File: config.mk
export PLATFORM = sky130hd
export DESIGN_NAME = gate_bist
export DESIGN_NICKNAME = d
export VERILOG_FILES = /design/src/rtl/gate_bist_pkg.sv /design/src/rtl/gate_bist_settle_timer.sv /design/src/rtl/gate_bist.sv
export SDC_FILE = /design/constraint.sdc
export NUM_CORES = 1
export LEC_CHECK = 0
export BUFFER_PORTS_ARGS = -buffer_cell sky130_fd_sc_hd__buf_2
export CAP_MARGIN = 5
export CELL_PAD_IN_SITES_DETAIL_PLACEMENT = 0
export CELL_PAD_IN_SITES_GLOBAL_PLACEMENT = 1
export CORE_ASPECT_RATIO = 0.7
export CORE_MARGIN = 2
export CORE_UTILIZATION = 41
export DETAILED_ROUTE_END_ITERATION = 8
export GPL_TIMING_DRIVEN = 0
export PLACE_DENSITY = 0.85
export SLEW_MARGIN = 15
export SYNTH_ARGS = -nofsm -noshare
export SYNTH_HDL_FRONTEND = slang
export SYNTH_SLANG_ARGS = --single-unit
File: constraint.sdc
create_clock -name clk -period 2.91 [get_ports clk]
set_input_delay 0.4365 -clock clk [delete_from_list [all_inputs] [get_ports clk]]
set_output_delay 0.4365 -clock clk [all_outputs]
set_load 0.005 [all_outputs]
File: src/rtl/gate_bist_pkg.sv
// gate_bist_pkg
// Shared definitions for the gate BIST block: the FSM state encoding, the
// reference truth tables of the supported 2-input gates (bit index = {a,b}),
// and a small popcount helper used for the error count.
package gate_bist_pkg;

  typedef enum logic [1:0] {
    ST_IDLE   = 2'd0,
    ST_DRIVE  = 2'd1,
    ST_SAMPLE = 2'd2,
    ST_DONE   = 2'd3
  } state_e;

  localparam logic [3:0] TT_AND  = 4'b1000;
  localparam logic [3:0] TT_OR   = 4'b1110;
  localparam logic [3:0] TT_XOR  = 4'b0110;
  localparam logic [3:0] TT_NAND = 4'b0111;
  localparam logic [3:0] TT_NOR  = 4'b0001;

  function automatic logic [2:0] popcount4(input logic [3:0] v);
    popcount4 = {2'b00, v[0]} + {2'b00, v[1]} + {2'b00, v[2]} + {2'b00, v[3]};
  endfunction

endpackage

File: src/rtl/gate_bist_settle_timer.sv
// gate_bist_settle_timer
// Settle timer for one test vector. While load is high the count is held
// at zero; once load drops it counts up once per cycle and expire is high
// on the final count (SETTLE_CYCLES-1). The count parks there until the
// next load so expire cannot alias on a wrap.
// Ports:
//   clk    in  clock
//   rst    in  synchronous active-high reset
//   load   in  clear and hold the count at zero
//   expire out high on the final settle count
module gate_bist_settle_timer #(
  parameter int unsigned SETTLE_CYCLES = 2
) (
  input  logic clk,
  input  logic rst,
  input  logic load,
  output logic expire
);

  localparam logic [3:0] LAST_CNT = 4'(SETTLE_CYCLES - 1);

  logic [3:0] cnt_q, cnt_d;

  assign expire = !load && (cnt_q == LAST_CNT);

  always_comb begin
    cnt_d = cnt_q;
    if (load) begin
      cnt_d = 4'd0;
    end else if (!expire) begin
      cnt_d = cnt_q + 4'd1;
    end
  end

  always_ff @(posedge clk) begin
    if (rst) begin
      cnt_q <= 4'd0;
    end else begin
      cnt_q <= cnt_d;
    end
  end

endmodule

File: src/rtl/gate_bist.sv
// gate_bist
// Exhaustive self-test of one 2-input combinational gate. On start the
// vectors {a,b} = 00, 01, 10, 11 are driven in turn, each held for
// SETTLE_CYCLES cycles and then sampled for one cycle against TRUTH_TABLE.
// Results are reported as a per-vector fail map, an error count and a
// pass flag.
//
//   state     | meaning
//   ----------+-----------------------------------------------
//   ST_IDLE   | outputs quiet, waiting for start
//   ST_DRIVE  | current vector driven, settle timer running
//   ST_SAMPLE | one cycle: compare f_in, advance or finish
//   ST_DONE   | results held, done=1, start restarts
//
// Ports:
//   clk       in   clock
//   rst       in   synchronous active-high reset
//   start     in   begin a run (honoured in IDLE/DONE only)
//   a_out     out  registered drive to gate input a
//   b_out     out  registered drive to gate input b
//   f_in      in   gate output under test
//   busy      out  run in progress
//   done      out  run finished, results valid
//   pass      out  done with no mismatches
//   fail_vec  out  bit i set if vector {a,b}=i mismatched
//   err_count out  number of mismatching vectors
module gate_bist
  import gate_bist_pkg::*;
#(
  parameter logic [3:0]  TRUTH_TABLE   = TT_AND,
  parameter int unsigned SETTLE_CYCLES = 2
) (
  input  logic       clk,
  input  logic       rst,
  input  logic       start,
  output logic       a_out,
  output logic       b_out,
  input  logic       f_in,
  output logic       busy,
  output logic       done,
  output logic       pass,
  output logic [3:0] fail_vec,
  output logic [2:0] err_count
);

  state_e     state_q, state_d;
  logic [1:0] idx_q, idx_d;
  logic [3:0] fail_q, fail_d;
  logic [2:0] err_q, err_d;
  logic       pass_q, pass_d;
  logic       tmr_load, tmr_expire;

  gate_bist_settle_timer #(
    .SETTLE_CYCLES(SETTLE_CYCLES)
  ) u_settle_timer (
    .clk   (clk),
    .rst   (rst),
    .load  (tmr_load),
    .expire(tmr_expire)
  );

  always_comb begin
    state_d  = state_q;
    idx_d    = idx_q;
    fail_d   = fail_q;
    tmr_load = 1'b1;
    case (state_q)
      ST_IDLE, ST_DONE: begin
        idx_d = 2'd0;
        if (start) begin
          state_d = ST_DRIVE;
          fail_d  = 4'b0000;
        end
      end
      ST_DRIVE: begin
        tmr_load = 1'b0;
        if (tmr_expire) begin
          state_d = ST_SAMPLE;
        end
      end
      ST_SAMPLE: begin
        fail_d[idx_q] = (f_in != TRUTH_TABLE[idx_q]);
        if (idx_q == 2'd3) begin
          state_d = ST_DONE;
          idx_d   = 2'd0;
        end else begin
          state_d = ST_DRIVE;
          idx_d   = idx_q + 2'd1;
        end
      end
      default: state_d = ST_IDLE;
    endcase
    // Summary registers track the fail map so they are valid as soon as done
    // rises, and pass drops on the same edge that leaves DONE.
    err_d  = popcount4(fail_d);
    pass_d = (state_d == ST_DONE) && (fail_d == 4'b0000);
  end

  always_ff @(posedge clk) begin
    if (rst) begin
      state_q <= ST_IDLE;
      idx_q   <= 2'd0;
      fail_q  <= 4'b0000;
      err_q   <= 3'd0;
      pass_q  <= 1'b0;
    end else begin
      state_q <= state_d;
      idx_q   <= idx_d;
      fail_q  <= fail_d;
      err_q   <= err_d;
      pass_q  <= pass_d;
    end
  end

  // idx_q is forced to zero outside a run, so it doubles as the vector drive.
  assign a_out     = idx_q[1];
  assign b_out     = idx_q[0];
  assign busy      = (state_q == ST_DRIVE) || (state_q == ST_SAMPLE);
  assign done      = (state_q == ST_DONE);
  assign pass      = pass_q;
  assign fail_vec  = fail_q;
  assign err_count = err_q;

endmodule
==> results_dict.tcl <==
set metrics [dict create \
    outcome "finished, final reports clean" \
    reg2reg_slack_ps 290 \
    drc 0 \
    ys_ff_latch 16 \
    num_rows 14 \
    drt_iter0_markers 11 \
    first_global_vias 639 \
    overflow 0 \
    wirelength_mm 1.66 \
    drt-met1-wl_um 892 \
    avgSynthCellArea_um2 10.2 \
    cp.required_ps 3080 \
    io-pin-count 16 \
    finClkSkew_ps 4.55 \
    clock_path_buffers 2 \
    ff_latch_area_um2 320 \
    initial_utilization_pct 42.7 \
    fill_cells 211 \
    antenna_found_initial 0 \
    viasPerCell 4.74 \
    fin_tns_setup_ps 0 \
    grt_usage_pct 15.2 \
    htreeDepth 1 \
    maxCapViolCount 0 \
    r2r-start "state_q[0]" \
    cellInternalPower_uw 459 \
    clkTransAtPathRegs_ps 100 \
    crit_type "reg2reg" \
    dieArea_um2 2610 \
    grt_pass1_wl_mm 2.86 \
    whs_path_depth 2 \
    comb_power_share_pct 42.4 \
    period_share_pct 90.2 \
    netlist_instances 89 \
    setup_viol 0 \
    clockRootBuffer "clkbuf_4" \
    fin_area_um2 1060 \
    end_kind "flip-flop" \
    cts_hold_buf 0 \
    dr_total_vias 664 \
    hp-start "rst" \
    diodes 0 \
    cp-start-kind "flip-flop" \
    rsz0062_at_grt "false" \
    finalNetCount 125 \
    cts_tree "built" \
    die_y_um 43.3 \
    area_growth_pct 16.7 \
    gp_congestion 0.821 \
    cts_setup_buffers 0 \
    ir_drop_mv 0.351 \
    switchingPower_uw 269 \
    grt_max_degree 11 \
    slew_violations 0 \
    cts_inserted_buffers 3 \
    wl_met3_um 73 \
    tightest_slew_ps 466 \
    clk_latency_ps 280 \
    clock_sinks 16 \
    wl_met2_um 684 \
    max_slew_margin_pct 68.9 \
    crit_arrival_ps 2790 \
    max_freq_mhz 381 \
    finalHoldViolCount 0 \
    coreArea_um2 2120 \
    layout_commonest_cell "dfxtp_1" \
    io_buffers 15 \
    fp.dieW_um 60.2 \
    ant_nets 0 \
    crit_fanout 5 \
    syn-num-nets 105 \
    hold_path_class "in2reg" \
    drive_gt1_share_pct 25.9 \
    cts-resized-gates 0 \
    place_area_um2 1020 \
    r2r_end "err_count[1]" \
    stdcell_count 140 \
    drtPass1Iterations 3 \
    ys_types 30 \
    final_cell_mix "dfxtp_1, buf_2, ha_1" \
    syn_area_um2 906 \
    min_period_ps 2620 \
    reg2regPathDepth 9 \
    wl_per_cell_um 11.9 \
    routed.top_layer "met4" \
    holdPathEnd "state_q[1]" \
    leakagePower_uw 0.000493 \
    p_clk_share_pct 20.0 \
    dp.cells 136 \
    power-per-cell-area_nw_per_um2 689 \
    seqPwrFrac_pct 37.6 \
    multi_input_area_um2 548 \
    dpl.hpwl_mm 1.34 \
    switching_share_pct 37.0 \
    ys_warn_count 0 \
    ys_seq_area_share_pct 35.4 \
]
-- area by class of cell --
cell class	instances	area share (%)
multi-input cells	65	51.8
plain buffers	2	1.42
inverters	6	2.13
repair buffers	15	7.10
well taps	32	3.79
clock buffers	4	3.43
flip-flops and latches	16	30.3
-- per-layer routing --
layer | track usage, % | vias up
li1 | - | 350
met1 | 21.1 | 301
met2 | 22.4 | 11
met3 | 4.57 | 2
met4 | 5.33 | 0
met5 | 0 | -
-- how the worst max path moves through the flow --
stage | slack, ps | startpoint | endpoint | depth (start not counted)
after global routing | 60 | state_q[0] | err_count[1] | 9
after floorplan | 440 | state_q[0] | err_count[1] | 9
final | 290 | state_q[0] | err_count[1] | 9
after global placement | 330 | state_q[0] | err_count[1] | 9
after CTS | 270 | state_q[0] | err_count[1] | 9
after detailed placement | 280 | state_q[0] | err_count[1] | 9
-- power by group through the flow --
| stage | Sequential (uW) | Combinational [uW] | Clock (uW) |
|---|---|---|---|
| after global placement | 276 | 302 | 0 |
| after detailed placement | 279 | 310 | 0 |
| final | 274 | 309 | 146 |
| after CTS | 273 | 311 | 152 |
| after global routing | 279 | 340 | 165 |
| after floorplan | 273 | 240 | 0 |
-- stage by stage --
stage,utilization [%],setup slack [ps],total power [uW],hold slack [ps]
floorplan,-,442,514,476
global route,49.9,64.8,784,332
CTS,49.9,274,737,343
finish,49.9,285,728,353
global placement,48.2,329,579,476
detailed placement,48.2,276,589,484
-- cells in the mapped netlist (all sizes together) --
master   count  area (um^2)
nand4bb      1         27.5
nand3        5         25.0
clkbuf       1         3.75
o31ai        4         45.1
nor4         1         12.5
nand4        1         6.26
nor3b        1         7.51
a211oi       1         7.51
inv          6         22.5
xor2         2         17.5
a22oi        1         7.51
and2b        2         16.3
nor2         7         26.3
nand2        4         15.0
buf          1         11.3
nor4b        1         8.76
xnor2        2         17.5
fa           1         20.0
a311o        1         10.0
ha          11          138
o21ai        2         10.0
dfxtp       16          320
nor2b        7         51.3
nand2b       3         18.8
a21oi        5         25.0
a221oi       2         35.0
-- flip-flops by register name, summed over array words and instances, names as in the netlist --
signal,cells
err_count,3
u_settle_timer.cnt_q,4
pass,1
fail_vec,4
idx_q,2
state_q,2
-- worst max-delay path, cell delays in order (launching register included) --
cell and delay [ps]:
dfxtp_1 430, inv_1 70, ha_1 370, nor2b_4 180, o31ai_2 270, nand2_1 120
fa_1 490, ha_1 190, ha_1 260, nor2b_1 120
-- kinds of logic (layout without fill, tap and decap cells) --
family | after synthesis | in the layout | share of synthesized area [%]
simple gates | 33 | 33 | 23.8
compound gates | 16 | 16 | 15.5
flops | 16 | 16 | 35.4
fa+ha+maj | 12 | 12 | 17.4
buf+inv | 8 | 27 | 4.14
xor+xnor | 4 | 4 | 3.87
Note: power is estimated with default switching activity, not from simulation.
